--- src/rtl/mem_port_arbiter.sv ---
// Single-port memory arbiter between IF fetch and MEM load/store.
// One outstanding req/gnt/rvalid transaction; data-first with a fetch starvation bound.
module mem_port_arbiter #(
  parameter int STARVE_LIMIT = 4
) (
  input  logic        clk,
  input  logic        rst,
  input  logic        if_req,
  input  logic [31:0] if_addr,
  output logic [31:0] if_rdata,
  output logic        if_valid,
  input  logic        d_req,
  input  logic        d_we,
  input  logic [3:0]  d_be,
  input  logic [31:0] d_addr,
  input  logic [31:0] d_wdata,
  output logic [31:0] d_rdata,
  output logic        d_valid,
  output logic        mem_req,
  output logic        mem_we,
  output logic [3:0]  mem_be,
  output logic [31:0] mem_addr,
  output logic [31:0] mem_wdata,
  input  logic        mem_gnt,
  input  logic        mem_rvalid,
  input  logic [31:0] mem_rdata,
  output logic        stall_if,
  output logic        stall_mem
);

  typedef enum logic [1:0] {S_IDLE, S_REQ, S_WAIT, S_DONE} state_t;

  localparam logic [3:0] LIM = 4'(STARVE_LIMIT);

  state_t      r_state, w_next;
  logic        r_owner;
  logic [3:0]  r_streak;
  logic        r_we;
  logic [3:0]  r_be;
  logic [31:0] r_addr, r_wdata;
  logic [31:0] r_if_rdata, r_d_rdata;
  logic        r_if_valid, r_d_valid;

  logic w_grant, w_pick_d, w_complete;

  assign w_grant    = (r_state == S_IDLE) && (if_req || d_req);
  // Data wins a collision unless fetch has already been passed over LIM times.
  assign w_pick_d   = d_req && (!if_req || (r_streak != LIM));
  assign w_complete = (r_state == S_WAIT) && mem_rvalid;

  always_ff @(posedge clk or negedge rst) begin
    if (!rst) r_state <= S_IDLE;
    else      r_state <= w_next;
  end

  always_comb begin
    w_next = r_state;
    case (r_state)
      S_IDLE:  if (if_req || d_req) w_next = S_REQ;
      S_REQ:   if (mem_gnt)         w_next = S_WAIT;
      S_WAIT:  if (mem_rvalid)      w_next = S_DONE;
      S_DONE:                       w_next = S_IDLE;
      default:                      w_next = S_IDLE;
    endcase
  end

  always_ff @(posedge clk or negedge rst) begin
    if (!rst) begin
      r_owner    <= 1'b0;
      r_streak   <= 4'd0;
      r_we       <= 1'b0;
      r_be       <= 4'd0;
      r_addr     <= 32'd0;
      r_wdata    <= 32'd0;
      r_if_rdata <= 32'd0;
      r_d_rdata  <= 32'd0;
      r_if_valid <= 1'b0;
      r_d_valid  <= 1'b0;
    end else begin
      if (w_grant) begin
        r_owner <= w_pick_d;
        if (w_pick_d) begin
          r_we    <= d_we;
          r_be    <= d_be;
          r_addr  <= d_addr;
          r_wdata <= d_wdata;
          if (!if_req)            r_streak <= 4'd0;
          else if (r_streak != LIM) r_streak <= r_streak + 4'd1;
        end else begin
          r_we     <= 1'b0;
          r_be     <= 4'hF;
          r_addr   <= if_addr;
          r_wdata  <= 32'd0;
          r_streak <= 4'd0;
        end
      end
      // Stores capture the ack data too; the requester ignores it.
      if (w_complete && !r_owner) r_if_rdata <= mem_rdata;
      if (w_complete &&  r_owner) r_d_rdata  <= mem_rdata;
      r_if_valid <= w_complete && !r_owner;
      r_d_valid  <= w_complete &&  r_owner;
    end
  end

  assign mem_req   = (r_state == S_REQ);
  assign mem_we    = r_we;
  assign mem_be    = r_be;
  assign mem_addr  = r_addr;
  assign mem_wdata = r_wdata;
  assign if_rdata  = r_if_rdata;
  assign d_rdata   = r_d_rdata;
  assign if_valid  = r_if_valid;
  assign d_valid   = r_d_valid;
  assign stall_if  = if_req && !r_if_valid;
  assign stall_mem = d_req  && !r_d_valid;

endmodule

--- config.mk ---
export PLATFORM = sky130hd
export DESIGN_NAME = mem_port_arbiter
export DESIGN_NICKNAME = d
export VERILOG_FILES = /design/src/rtl/mem_port_arbiter.sv
export SDC_FILE = /design/constraint.sdc
export NUM_CORES = 1
export LEC_CHECK = 0
export BUFFER_PORTS_ARGS = -buffer_cell sky130_fd_sc_hd__buf_4
export CORE_MARGIN = 8
export CORE_UTILIZATION = 40
export DETAILED_ROUTE_END_ITERATION = 10
export GPL_TIMING_DRIVEN = 0
export PLACE_DENSITY = 0.72
export SETUP_SLACK_MARGIN = 0.4
export SLEW_MARGIN = 5
export SYNTH_ARGS = -nofsm -noshare
export SYNTH_HDL_FRONTEND = slang
export SYNTH_SLANG_ARGS = --single-unit
--- constraint.sdc ---
create_clock -name clk -period 1.65 [get_ports clk]
set_input_delay 0.0825 -clock clk [delete_from_list [all_inputs] [get_ports clk]]
set_output_delay 0.0825 -clock clk [all_outputs]
set_load 0.05 [all_outputs]
; After elaboration in Yosys (flattened, before gate mapping)
; Index checks and enable logic that the tools add are counted.
[word_totals]
register_bits = 142
out_inout_bits = 138
elab_cells = 47
[classes]
add_sub_neg = 1
eq_ne = 8
n_mux = 11
n_reduce_logical = 16
[op_table]
columns = operator, n
row1 = two-way mux 32 bit, 2
row2 = two-way mux 4 bit, 4
row3 = one-hot mux 2 bit (4 select lines), 1
row4 = logical AND 1 bit, 7
row5 = two-way mux 2 bit, 3
row6 = adder 4 x 1 -> 4 bit (second input constant), 1
row7 = == test 2 bit (second input constant), 2
row8 = zero test 1 bit, 4
row9 = != test 2 x 1 -> 1 bit (second input constant), 2
row10 = != test 4 x 3 -> 1 bit (second input constant), 1
row11 = != test 3 x 2 -> 1 bit (second input constant), 1
row12 = AND reduction 3 bit, 1
row13 = == test 2 x 1 -> 1 bit (second input constant), 1
row14 = zero test 2 bit, 1
row15 = logical OR 1 bit, 2
row16 = != test 2 bit (second input constant), 1
row17 = AND reduction 2 bit, 1
row18 = two-way mux 1 bit, 1

; Depth between registers and ports, before layout
; Gate-level depths: netlist of run 1.
[depth]
ltp_word = 5
mapped_depth = 8
ltp_nobuf = 5

; Worst setup path before layout of run 1
; OpenSTA, ideal clock, no wires.
[synth_path]
path_type = register to register
start = register r_state[1]
end = register r_state[1]
setup_ns = 0.127
arrival_ns = 1.501
required_ns = 1.523
setup_slack_ns = 0.022
stages_incl_launch_ff = 5
path_buffers = 0
period_less_slack_ns = 1.628
path_cell_list = dfrtp_1 > inv_1 > ha_1 > a222oi_1 > mux2_1
[synth_between]
elab_chain_cells = 3
word_cells_on_any_way = 9
cone_classes = 6 x eq/ne / 1 x mux / 2 x reduce/logical
[synth_rtl]
columns = element, line
row1 = start: declaration, 35  ; state_t r_state, w_next;
row2 = start signal: assignment, 53  ; else r_state <= w_next;
row3 = == test 2 x 1 -> 1 bit *, --
row4 = net mem_req, 19  ; output logic mem_req,
row5 = != test 2 x 1 -> 1 bit (no line), --
row6 = AND reduction 3 bit (no line), --
; Mark *: on every way through the listed nets, which the timed path passes. The rest lies on a longest branch.
; A chain may end at the register's enable or synchronous reset.

; Final worst setup path of run 1
[layout_path]
start = register r_state[0]
end = register r_if_rdata[8], in the netlist if_rdata[8]
[layout_between]
elab_chain_cells = 3
[layout_rtl]
columns = element, line
row1 = == test 2 bit, 49  ; assign w_complete = (r_state == S_WAIT) && mem_rvalid;
row2 = logical AND 1 bit, 49
row3 = logical AND 1 bit, 98  ; if (w_complete && !r_owner) r_if_rdata <= mem_rdata;
row4 = end signal: assignment, 98
row5 = end: declaration, 41  ; logic [31:0] r_if_rdata, r_d_rdata;
; No other way between the ends.

==> flow_results.org, run 1 <==
** Outcome
- The run finished with clean final reports.

** Synth
- EDFF count, synth :: 0
- The netlist uses 30 different library cells.
- The share of the Yosys chip area taken by registers is 0.596.
- Number of nets produced by synthesis :: approximately 600
- Synth area leader :: sky130_fd_sc_hd__dfrtp_1
- The most used flip-flop cell after synthesis is sky130_fd_sc_hd__dfrtp_1.
- The share of synthesized area in the top cell type comes to 0.596.
- The synthesized netlist occupies a cell area of about 0.0060 mm2.
- After synthesis, the share of flip-flops with an asynchronous set or reset is 1.00.
- The commonest cells after synthesis are 142 x sky130_fd_sc_hd__dfrtp_1, 68 x sky130_fd_sc_hd__nand2_1, 64 x sky130_fd_sc_hd__mux2_2.
- Synthesis produced a netlist whose cell count is 449.
- Warning count from the yosys run :: 0
- Cells taking the most area after synthesis :: sky130_fd_sc_hd__dfrtp_1 60%, sky130_fd_sc_hd__mux2_2 12%, sky130_fd_sc_hd__o211ai_2 6.3%
- Most frequent cell after synthesis :: sky130_fd_sc_hd__dfrtp_1
- Avg Synthesized Cell Area :: around 13 um2
- The synthesized design contains 142 register bits.

** Timing
- Maximum clock rate :: 614 MHz
- Setup repair after global routing could not meet its margin everywhere.
- Transition time at the pin with the least slew margin :: 644 ps
- Layout Skew :: between 5 and 6 ps
- The final count of pins violating max slew came to 0.
- The hold violation total from the final report came to 0.
- For the finished layout, the period the worst path requires is approximately 1600 ps.
- Headroom to the max-slew limit came out at 0.570.
- In the finished design, the share of the clock period the worst path needs comes to 0.986.
- Setup TNS :: 0 ps
- Setup violations remaining at the end of the flow were counted as 0.

** Worst setup path
- On the worst path, the slowest cell contributes a delay of about 390 ps.
- Number of cells on the critical path :: 6
- Slowest cell on crit path :: sky130_fd_sc_hd__dfrtp_1
- The worst register-to-register path begins at r_state[0].
- Setup slack on the worst reg-to-reg path comes out at approximately 22 ps.
- The signal on the critical path passes through inv_2 -> ha_2 -> nand3b_1 -> buf_6 -> bufbuf_16 -> mux2_2.
- By startpoint and endpoint, the worst setup path is classified as reg -> reg.
- Cell family with the largest share of critical-path delay :: buffers and inverters
- STA classifies the critical path startpoint as a flip-flop.
- Data on the critical path is required at its endpoint by between 1500 and 2000 ps.
- Measured in cells, the most critical reg-to-reg path has a length of 6.
- Reg-to-reg critical path endpoint :: if_rdata[8]
- The critical path contains buffers and inverters numbering 3 combined.
- The worst setup path is captured at a flip-flop.
- In this run the worst path has a maximum fanout of 7.
- Arrival time of the worst setup path :: 1920 ps

** Pwr
- Leakage power summed over all cells :: approximately 0.0055 uW
- Total power per unit cell area :: about 2200 mW/mm2
- IR drop worst, VDD :: 1460 uV

** Placed design
- Routability-driven placement finished with a final weighted congestion of 0.851.
- The number of placed instances, taps included, is 909.
- Detailed placement finished with a half-perimeter wire length of 14,400 um.
- During placement, the flow inserted port buffers numbering 275.

** Drt
- After detailed routing, the number of remaining DRC violations is 0.
- Final ANT Viol Nets :: 0
- For this block, the routed nets add up to about 23,000 um of wire.
- Number of vias after detailed routing :: approximately 5,800
- In the final routed layout, each cell accounts on average for roughly 20 um.
- Avg Vias per Cell :: around 5.2
- Detailed Route Iter0 Violations :: 216
- Pre-Repair DR Iteration Count :: 5

** Finish
- From synthesis to final layout, the design area changed by 88.1%.
- Registers take 0.00355 mm2.
- In the final layout, the multi-input gates occupy between 0.002 and 0.0025 mm2.
- Of the cells placed in the final design, the portion with a size suffix greater than 1 is 0.561.
- The filler cells instantiated in the layout total between 800 and 900.
- Once layout is complete, the cells apart from fillers number about 1,100.
- At the end of the flow, the number of nets in the layout was about 1,100.

** Clock tree
- The root buffer cell chosen for the clock tree is sky130_fd_sc_hd__clkbuf_16.
- Clock Tree Buf Depth :: 2
- Clock latency on the worst-skew pair, taken at its later pin, is 410 ps.
- Total CTS buffers :: 17
- Clock-pin transition on the worst setup and hold timing paths :: roughly 60 ps
- The clock drives ~140 sinks.
- Clock tree from TritonCTS :: done
- The H-tree was split into 4 levels.

** GRT
- The number of global-route vias before repair was 6,635.
- The first global-routing pass estimated ~36,000 um of wire.
- The initial antenna violation count came to 2.
- Entering global routing, the biggest net connects 76 pins.
- For this run, the total global-route usage over all layers was measured as 0.230.
- For this run the aggregate overflow at the end of global routing stands at 0.

** Min path
- Counting instances, the worst hold path has a depth of 3.
- Worst hold start :: if_req
- The path class of the tightest hold or removal check is in -> reg.
- Hold endpoint :: r_streak[1]

** Floorplan
- Area of the placeable core :: approximately 0.015 mm2
- I/O Pins :: between 200 and 300
- Floorplan die width :: between 100 and 150 um
- Total Die Area :: roughly 0.019 mm2
- Total number of placement rows :: 44
- The die is approximately 140 um tall.
- For this configuration, the core starts out at a cell density of 0.410.

** Run
- Max_cap viols :: 0
-- worst min-delay path: cells and delay by family --
| kind | cells | cell delay [ps] |
|---|---|---|
| buf+inv | 1 | 160 |
| simple gates | 1 | 90 |
| compound gates | 1 | 60 |
-- through the flow --
step           utilization  hold WS, ps  cell area, um2  power (uW)  setup slack (ps)
6_report             0.772         29.9           11200       24700              22.4
3_3_place_gp         0.579          295            8410       18500             -76.2
5_1_grt              0.771         24.0           11200       25800             -36.8
4_1_cts              0.757        0.472           11000       24400              44.9
3_5_place_dp         0.581          123            8440       18900             -76.5
2_1_floorplan            -         -213            6120       14700               152
-- area by class of cell --
type | instances | area share
clock inverter | 11 | 0.0158
buffer | 37 | 0.0368
clock buffer | 21 | 0.0411
tap | 184 | 0.0205
inverter | 8 | 0.00268
antenna | 3 | 0.000669
sequential | 142 | 0.317
timing repair buffer | 441 | 0.345
multi-input combinational | 262 | 0.221
-- state kept, by name (all words and copies together), names as in the netlist --
signal	cells
mem_wdata	32
r_streak	4
d_rdata	32
mem_addr	32
mem_we	1
if_valid	1
if_rdata	32
r_owner	1
r_state	2
d_valid	1
mem_be	4
-- where the power goes --
part	internal (uW)	total [uW]	switching, uW
Clock	2630	4130	1500
Combinational	5430	14500	9090
Sequential	5130	6100	974
-- worst max-delay path by stage --
| stage | slack, ps | start | end |
|---|---|---|---|
| 4_1_cts | 40 | r_state[0] | if_rdata[7] |
| 3_3_place_gp | -80 | rst | if_rdata[19] |
| 3_5_place_dp | -80 | r_state[0] | if_rdata[21] |
| 5_1_grt | -40 | r_state[1] | mem_addr[16] |
| 2_1_floorplan | 150 | r_state[0] | r_state[1] |
| 6_report | 20 | r_state[0] | if_rdata[8] |
-- cells by family (layout without fill, tap and decap cells) --
kind of cell,Yosys count,in the layout,share of synthesized area
xor gates and xnor gates,2,2,0.00294
other,0,3,0
AOI/OAI and AO/OA,78,78,0.133
adders and majority gates,6,6,0.0126
buffers and inverters,45,518,0.0424
and+or+nand+nor,111,111,0.0898
muxes,65,65,0.123
DFF,142,142,0.596
-- routing by layer --
layer  global-route usage  part of all wire
met1                0.248              0.37
met2                0.377              0.49
met3               0.0938             0.092
met4                0.128             0.042
met5                    0                 0
-- cell usage in the layout, fill, tap and decap left out, drive strengths merged, types with 2 or more instances in the layout --
cell type,n
a32o,2
diode,3
o211ai,32
nand2,68
bufinv,4
o22a,4
ha,6
nor2,2
nand3,2
clkinv,4
a22o,34
dlygate4sd3,134
inv,11
buf,331
mux2,65
clkbuf,33
nand4,32
dfrtp,142
nor2b,2
and2,3
-- repair_timing --
item / 4_1_cts / 5_1_grt
hold buffers: 133 / 1
setup endpoints to repair: 143 / 144
cloned: 8 / 0
resized for setup: 72 / 45
setup buffers: 17 / 6
hold endpoints to repair: 200 / 1
pin swaps: 26 / 37
Note: power is estimated with default switching activity, not from simulation.
==> run 2: changes to the inputs <==
Settings changed: ABC_AREA set to 1, PLACE_DENSITY 0.72 to 0.7.
==> flow_results.org, run 2 <==
** Worst setup path
- The beginning of the worst register-to-register path is r_streak[1] (was r_state[0]).
- Worst setup path class :: reg -> reg (unchanged)
- The largest fanout on the critical path came to 8 (was 7).
- The worst reg2reg path endpoint is mem_addr[15] (was if_rdata[8]).
- FF-to-FF path depth :: 10 (was 6)
- The worst-case register-to-register setup slack is 110 ps (was 20 ps).
- The startpoint of the worst setup timing path was r_streak[1] (was r_state[0]).
- End of the critical path :: mem_addr[15] (was if_rdata[8])
- Arrival time of the worst setup path :: 1830 ps (was 1920 ps)
- CP startpoint kind :: flip-flop (unchanged)
- The endpoint required time on the critical path is 1950 ps (was 1940 ps).
- The endpoint type of the worst setup path is a flip-flop (unchanged).

** Synth
- Most frequent cell after synthesis :: sky130_fd_sc_hd__nand2_1 (was sky130_fd_sc_hd__dfrtp_1)
- The sequential-to-total area share from yosys stat is 0.583 (was 0.596).
- The top cell type by total area after synthesis is sky130_fd_sc_hd__dfrtp_1 (unchanged).
- The portion of synthesized cell area occupied by the leading cell type is 0.583 (was 0.596).
- Dominant register cell in the synthesized netlist :: sky130_fd_sc_hd__dfrtp_1 (unchanged)
- The post-synthesis register bit count is 142 (unchanged).
- EDFF count, synth :: 0 (unchanged)
- The Yosys warning count was 0 (unchanged).
- Netlist cell types :: 20 (was 30)
- Avg Synthesized Cell Area :: 8.32 um2 (was 13.3 um2)
- The total nets after synthesis came to 877 (was 594).
- Number of instances in the synthesized netlist :: 732 (was 449)
- Top post-synthesis cells by count :: 270 x sky130_fd_sc_hd__nand2_1, 142 x sky130_fd_sc_hd__dfrtp_1, 108 x sky130_fd_sc_hd__inv_1 (was 142 x sky130_fd_sc_hd__dfrtp_1, 68 x sky130_fd_sc_hd__nand2_1, 64 x sky130_fd_sc_hd__mux2_2)
- Cells taking the most area after synthesis :: sky130_fd_sc_hd__dfrtp_1 58%, sky130_fd_sc_hd__nand2_1 17%, sky130_fd_sc_hd__inv_1 6.7% (was sky130_fd_sc_hd__dfrtp_1 60%, sky130_fd_sc_hd__mux2_2 12%, sky130_fd_sc_hd__o211ai_2 6.3%)
- The proportion of register bits with asynchronous set or reset after synthesis came to 1.00 (unchanged).
- Netlist area before placement :: 0.00609 mm2 (was 0.00596 mm2)

** Drt
- DRC :: 0 (unchanged)
- The average wire per standard cell was 21.0 um (was 20.4 um).
- Avg Vias per Cell :: 5.12 (was 5.20)
- The count of routing violations after the opening detailed-route iteration came to 455 (was 216).
- Final ANT Viol Nets :: 0 (unchanged)
- The total wire length after detailed routing came to 29,200 um (was 22,600 um).
- Pre-Repair DR Iteration Count :: 6 (was 5)
- The vias after detailed routing is 7,143 (was 5,771).

** Finish
- The design area came to 0.0122 mm2 (was 0.0112 mm2).
- Most used cells in the layout excluding fill and tap cells :: 293 x sky130_fd_sc_hd__buf_4, 142 x sky130_fd_sc_hd__nand2_1, 142 x sky130_fd_sc_hd__dfrtp_1 (was 289 x sky130_fd_sc_hd__buf_4, 142 x sky130_fd_sc_hd__dfrtp_1, 134 x sky130_fd_sc_hd__dlygate4sd3_1)
- Layout area overhead :: 101% (was 88.1%)
- Final net count :: 1,338 (was 1,054)
- The end-of-flow core utilization was 0.813 (was 0.772).
- Share of post-route cells with drive strength above 1 :: 0.515 (was 0.561)
- Leading cell type in the layout, fill and taps excluded :: sky130_fd_sc_hd__buf_4 (unchanged)

** Outcome
- The checks that failed: hold timing.
- Outcome: finished with violations (was finished clean).

** Min path
- Worst Hold Path Cells :: 5 (was 3)
- HP Class :: in -> reg (unchanged)

** Floorplan
- The site row count was 45 (was 44).
- The die area is 0.0194 mm2 (was 0.0191 mm2).
- I/O Pins :: 277 (unchanged)
- The total core area came to 0.0150 mm2 (was 0.0145 mm2).
- The initial standard-cell utilization of the core came to 0.405 (was 0.410).
- Height of the die :: 139 um (was 138 um)
- Floorplan die width :: 139 um (was 138 um)

** Timing
- Post-route fraction of the period consumed by the critical path :: 0.933 (was 0.986)
- The worst max-slew margin expressed relative to the limit was 0.542 (was 0.570).
- The final count of pins violating max slew came to 0 (unchanged).
- Post-route setup slack :: 111 ps (was 22.4 ps)
- The shortest period the worst path allows is 1540 ps (was 1630 ps).
- RSZ-0062 raised after global routing :: yes (unchanged)
- The summed negative setup slack over all endpoints came to 0 ps (unchanged).
- The smallest hold slack is -1.33 ps (was 29.9 ps).
- Transition time at the pin with the least slew margin :: 688 ps (was 644 ps)
- The hold violation total from the final report came to 1 (was 0).
- The final setup violation count came to 0 (unchanged).
- Maximum clock rate :: 650 MHz (was 614 MHz)
- The clock skew after layout was 9.64 ps (was 5.47 ps).

** Placed design
- Count of buffers from port buffering :: 275 (unchanged)
- The post-placement cell area is 0.00856 mm2 (was 0.00844 mm2).
- The routability congestion estimate from global placement is 0.844 (was 0.851).
- Placement-stage worst setup slack :: 62.2 ps (was -76.5 ps)
- Total half-perimeter wirelength after legalization and detailed placement :: 15,500 um (was 14,400 um)

** Pwr
- Total power per unit cell area :: 2120 mW/mm2 (was 2210 mW/mm2)
- Final Power :: 25,900 uW (was 24,700 uW)
- The switching share of power came to 0.496 (was 0.467).
- The internal power consumption came to 13,000 uW (was 13,200 uW).
- Net load switching power :: 12,900 uW (was 11,600 uW)
- Combinational group share of total power :: 0.594 (was 0.586)
- The peak ir drop on the vdd network came to 1410 uV (was 1460 uV).
- The reported leakage power was 0.00649 uW (was 0.00554 uW).
- Fraction of power consumed by sequential logic :: 0.250 (was 0.247)
- Clk pwr share :: 0.156 (was 0.167)

** Clock tree
- The total number of H-tree levels is 4 (unchanged).
- Clock Tree Buf Depth :: 2 (unchanged)
- Total CTS buffers :: 17 (unchanged)
- The clock insertion delay at the later pin of the skew report was 420 ps (was 410 ps).
- Clock tree from TritonCTS :: done (unchanged)
- The CTS root buffer was sky130_fd_sc_hd__clkbuf_16 (unchanged).
- Total number of clock tree sinks :: 142 (unchanged)
- Clock-pin transition on the worst setup and hold timing paths :: 60 ps (about the same)

** Run
- Max_cap viols :: 0 (unchanged)

** GRT
- Maximum number of pins on one net before global-route repair :: 77 (was 76)
- Wire length of the first global-routing pass :: 39,500 um (was 35,600 um)
- Global-route total usage across every layer :: 0.259 (was 0.230)
- The initial antenna violation count is 1 (was 2).
- The total grt overflow is 0 (unchanged).
- The number of global-route vias before repair is 7,153 (was 6,635).
[run 2: worst max-delay path: stages (launching register included)]
cell and delay (ps):
sky130_fd_sc_hd__dfrtp_1 400, sky130_fd_sc_hd__inv_2 90, sky130_fd_sc_hd__ha_4 150, sky130_fd_sc_hd__nand2_4 50, sky130_fd_sc_hd__inv_4 80, sky130_fd_sc_hd__nand2_8 90
sky130_fd_sc_hd__nand2_8 150, sky130_fd_sc_hd__buf_8 170, sky130_fd_sc_hd__nand2_4 60, sky130_fd_sc_hd__nand3_2 80, sky130_fd_sc_hd__nand2_1 90
[run 2: area by class of cell]
class                           instances  area, um2
Buffer                                 38        513
Sequential cell                       142       3550
Multi-Input combinational cell        440       2890
Inverter                              112        433
Tap cell                              188        235
Timing Repair Buffer                  442       3980
Clock buffer                           23        478
Fill cell                             792       2820
Clock inverter                          9        133
Antenna cell                            1       2.50
[run 2: how the worst min path moves through the flow]
| stage | startpoint | endpoint | slack, ps |
|---|---|---|---|
| CTS | d_addr[13] | mem_addr[13] | 0.2 |
| detailed placement | rst | mem_wdata[14] | 160 |
| global placement | d_wdata[6] | mem_wdata[6] | 280 |
| global route | d_addr[24] | mem_addr[24] | 10 |
| floorplan | rst | d_rdata[0] | -210 |
| finish | d_addr[2] | mem_addr[2] | -1 |
[run 2: logic make-up (layout without fill, tap and decap cells)]
group | Yosys count | count (layout) | synth area share
and+or+nand+nor | 361 | 361 | 0.240
adders and majority gates | 6 | 6 | 0.0123
DFF | 142 | 142 | 0.583
xor gates and xnor gates | 1 | 1 | 0.00144
buffers and inverters | 150 | 624 | 0.103
AOI/OAI and AO/OA | 72 | 72 | 0.0604
other | 0 | 1 | 0
[run 2: through the flow]
step           hold WS (ps)  instances
2_1_floorplan          -213        732
3_3_place_gp            280       1195
3_5_place_dp            164       1196
4_1_cts               0.193       1372
5_1_grt                12.6       1395
6_report              -1.33       1395
[run 2: what timing repair did]
action                     CTS  global route
cloned                       6            13
pin swaps                   28            34
gates resized for setup    116           314
hold buffers               115             0
setup endpoints to repair  141           193
hold endpoints to repair   205             0
buffers inserted            23             9
[run 2: power by group through the flow]
stage          registers [uW]  logic [uW]  clock network [uW]
6_report                 6480       15400                4040
5_1_grt                  6620       16100                4210
4_1_cts                  6070       13300                4060
3_5_place_dp             6050       12100                   0
3_3_place_gp             6020       12000                   0
2_1_floorplan           11400        2590                   0
[run 2: routing by layer]
layer / wire length (um) / global-route usage / up-vias
met1: 10300 / 0.295 / 3440
met3: 2770 / 0.0882 / 98
met5: 0 / 0 / -
met2: 14900 / 0.437 / 448
met4: 1280 / 0.112 / 0
li1: - / - / 3157
==> run 3: changes to the inputs <==
Settings changed: ABC_AREA 1 to not set, CORE_UTILIZATION 40 to 42, PLACE_DENSITY 0.7 to 0.73.
==> flow_results.org, run 3 (synthesized netlist as in run 1, its figures left out) <==
** GRT
- The met1 usage came to 0.259 (was 0.295).
- Most Crowded Layer GR :: met2 (unchanged)
- Met2 Track Usage GR :: 0.418 (was 0.437)
- Maximum number of pins on one net before global-route repair :: 82 (was 77)
- Antenna violations before repair :: 1 (unchanged)
- The global-route wire length before repair was 35,000 um (was 39,500 um).
- Global-route total usage across every layer :: 0.242 (was 0.259)
- Number of global-route vias before repair :: 6,478 (was 7,153)
- The met3 routing resource usage after global routing was 0.0979 (was 0.0882).
- The total grt overflow is 0 (unchanged).

** Worst setup path
- Sequence of cells on the critical path: buf_6 -> ha_4 -> a222oi_1 -> mux2_1 (was inv_2 -> ha_4 -> nand2_4 -> inv_4 -> nand2_8 -> nand2_8 -> buf_8 -> nand2_4 -> nand3_2 -> nand2_1).
- The nature of the critical path startpoint is a flip-flop (unchanged).
- The slowest cell on the critical path is sky130_fd_sc_hd__a222oi_1 (was sky130_fd_sc_hd__dfrtp_1).
- The endpoint type of the worst setup path was a flip-flop (unchanged).
- Maximum cell stage delay along the critical path :: 480 ps (was 400 ps)
- The endpoint required time on the critical path came to 1940 ps (was 1950 ps).
- Highest net fanout along the worst path :: 4 (was 8)
- Arrival time of the worst setup path :: 1970 ps (was 1830 ps)
- FF-to-FF path depth :: 4 (was 10)
- Worst setup path class :: reg -> reg (unchanged)

** Pwr
- The power per cell area is 2180 mW/mm2 (was 2120 mW/mm2).
- Switching power share of the total :: 0.474 (was 0.496)
- The portion of total power attributed to the clock network was 0.142 (was 0.156).
- Combinational group share of total power :: 0.613 (was 0.594)
- The part of the power in registers is 0.245 (was 0.250).
- The total net switching power was 12,100 uW (was 12,900 uW).
- The peak ir drop on the vdd network is 1850 uV (was 1410 uV).
- The internal power consumption is 13,500 uW (was 13,000 uW).
- The reported leakage power is 0.00596 uW (was 0.00649 uW).

** Placed design
- The placement-stage worst setup slack came to -83.6 ps (was 62.2 ps).
- The count of input and output buffers is 275 (unchanged).
- Placement Cell Area :: 0.00844 mm2 (was 0.00856 mm2)
- The estimated wirelength of the detail-placed design came to 14,400 um (was 15,500 um).
- The routability congestion estimate from global placement came to 0.832 (was 0.844).
- The number of cells after detailed placement was 905 (was 1,196).

** Finish
- Final net count :: 1,070 (was 1,338)
- The design area is 0.0117 mm2 (was 0.0122 mm2).
- Final cell count without fillers :: 1,119 (was 1,395)
- The area of the multi-input gates was 0.00277 mm2 (was 0.00289 mm2).
- Util after Layout :: 0.844 (was 0.813)
- The area used by sequential logic in the layout is 0.00355 mm2 (unchanged).
- Most used cells in the layout excluding fill and tap cells :: 295 x sky130_fd_sc_hd__buf_4, 142 x sky130_fd_sc_hd__dfrtp_1, 135 x sky130_fd_sc_hd__dlygate4sd3_1 (was 293 x sky130_fd_sc_hd__buf_4, 142 x sky130_fd_sc_hd__nand2_1, 142 x sky130_fd_sc_hd__dfrtp_1)
- The fraction of layout cells with a size suffix above 1 came to 0.578 (was 0.515).
- The number of filler cells placed in the layout came to 674 (was 792).
- Layout area overhead :: 96.5% (was 101%)
- Leading cell type in the layout, fill and taps excluded :: sky130_fd_sc_hd__buf_4 (unchanged)

** Drt
- Avg Vias per Cell :: 5.34 (was 5.12)
- The count of routing violations after the opening detailed-route iteration came to 420 (was 455).
- DRC :: 0 (unchanged)
- Number of vias after detailed routing :: 5,970 (was 7,143)
- The number of nets with antenna violations after detailed routing was 0 (unchanged).
- The count of TritonRoute iterations in the first routing pass came to 7 (was 6).
- Wire per inst :: 22.9 um (was 21.0 um)
- Total routed wirelength :: 25,600 um (was 29,200 um)

** Timing
- The smallest hold slack is 32.5 ps (was -1.33 ps).
- RSZ-0062 raised after global routing: yes (unchanged).
- The post-route fraction of the period consumed by the critical path came to 1.01 (was 0.933).
- The final count of pins violating max slew is 0 (unchanged).
- Period minus WS final :: 1670 ps (was 1540 ps)
- Layout Skew :: 6.97 ps (was 9.64 ps)
- Transition time at the pin with the least slew margin :: 776 ps (was 688 ps)
- The final setup violation count came to 1 (was 0).
- The hold violation total from the final report was 0 (was 1).
- The maximum operating frequency came to 597 MHz (was 650 MHz).
- The final setup slack of the worst path was -23.8 ps (was 111 ps).
- Max-Slew Margin vs Limit :: 0.483 (was 0.542)

** Outcome
- Violations in the final reports :: setup timing (was hold timing)
- Outcome: finished with violations (unchanged).

** Clock tree
- Clk Tree Root Cell :: sky130_fd_sc_hd__clkbuf_16 (unchanged)
- The total number of H-tree levels came to 4 (unchanged).
- Clock tree from TritonCTS :: done (unchanged)
- Clock Tree Buf Depth :: 2 (unchanged)
- Clock latency on the worst-skew pair :: 420 ps (about the same)
- Total number of clock tree sinks :: 142 (unchanged)
- The total CTS buffers came to 17 (unchanged).
- Clock-pin transition on the worst setup and hold timing paths :: 60 ps (about the same)

** Run
- Max_cap viols :: 0 (unchanged)

** Floorplan
- Area of the placeable core :: 0.0139 mm2 (was 0.0150 mm2)
- The die area was 0.0183 mm2 (was 0.0194 mm2).
- Height of the die :: 135 um (was 139 um)
- The initial standard-cell utilization of the core came to 0.429 (was 0.405).
- Total number of placement rows :: 43 (was 45)
- The die outline width is 135 um (was 139 um).
- I/O Pins :: 277 (unchanged)

** Min path
- HP Class :: in -> reg (unchanged)
- Worst Hold Path Cells :: 2 (was 5)
-- run 3: through the flow --
step	power, uW	setup TNS (ps)
2_1_floorplan	14700	0
5_1_grt	26600	-1030
3_3_place_gp	18500	-5400
6_report	25600	-23.8
4_1_cts	23100	0
3_5_place_dp	18900	-3280
-- run 3: worst paths after layout --
kind                                 endpoint          from  slack [ps]
max in group asynchronous         if_rdata[6]           rst         570
worst min register to register   mem_addr[17]  mem_addr[17]         490
min in group asynchronous       mem_wdata[20]           rst         310
worst max-delay path               r_state[1]    r_state[1]         -20
worst max register to register     r_state[1]    r_state[1]         -20
worst min-delay path              r_streak[0]        if_req          30
-- run 3: layer usage --
metal  vias up  wire [um]
li1       2596          -
met1      2982       9200
met2       309      13100
met3        83       2220
met4         0       1090
met5         -          0
-- run 3: power groups by stage --
| stage | sequential (uW) | clock [uW] | combinational, uW |
|---|---|---|---|
| global route | 6430 | 3840 | 16300 |
| finish | 6270 | 3640 | 15700 |
| detailed placement | 6100 | 0 | 12800 |
| floorplan | 11400 | 0 | 3330 |
| CTS | 6060 | 3660 | 13400 |
| global placement | 5990 | 0 | 12500 |
-- run 3: critical path: cells and delay by family (launching register included) --
family	cells	cell delay, ps
buffers and inverters	1	130
AO/OA/AOI/OAI	1	480
adder cells (fa/ha/maj)	1	160
flip-flops	1	400
multiplexers	1	380
-- run 3: final cells by class --
type                       count  share of cell area
buffer                        37              0.0379
inverter                       8             0.00256
clock inverter                13             0.00994
timing repair buffer         457               0.353
clock buffer                  19              0.0378
antenna                        1            0.000214
multi-input combinational    262               0.236
tap                          180              0.0192
sequential                   142               0.303
-- run 3: repair_timing --
action | 4_1_cts | 5_1_grt
resized for setup | 24 | 189
endpoints found under the hold margin | 214 | 0
buffers inserted | 12 | 20
cloned | 2 | 12
endpoints found under the setup margin | 144 | 143
pin swaps | 2 | 58
hold buffers | 135 | 0
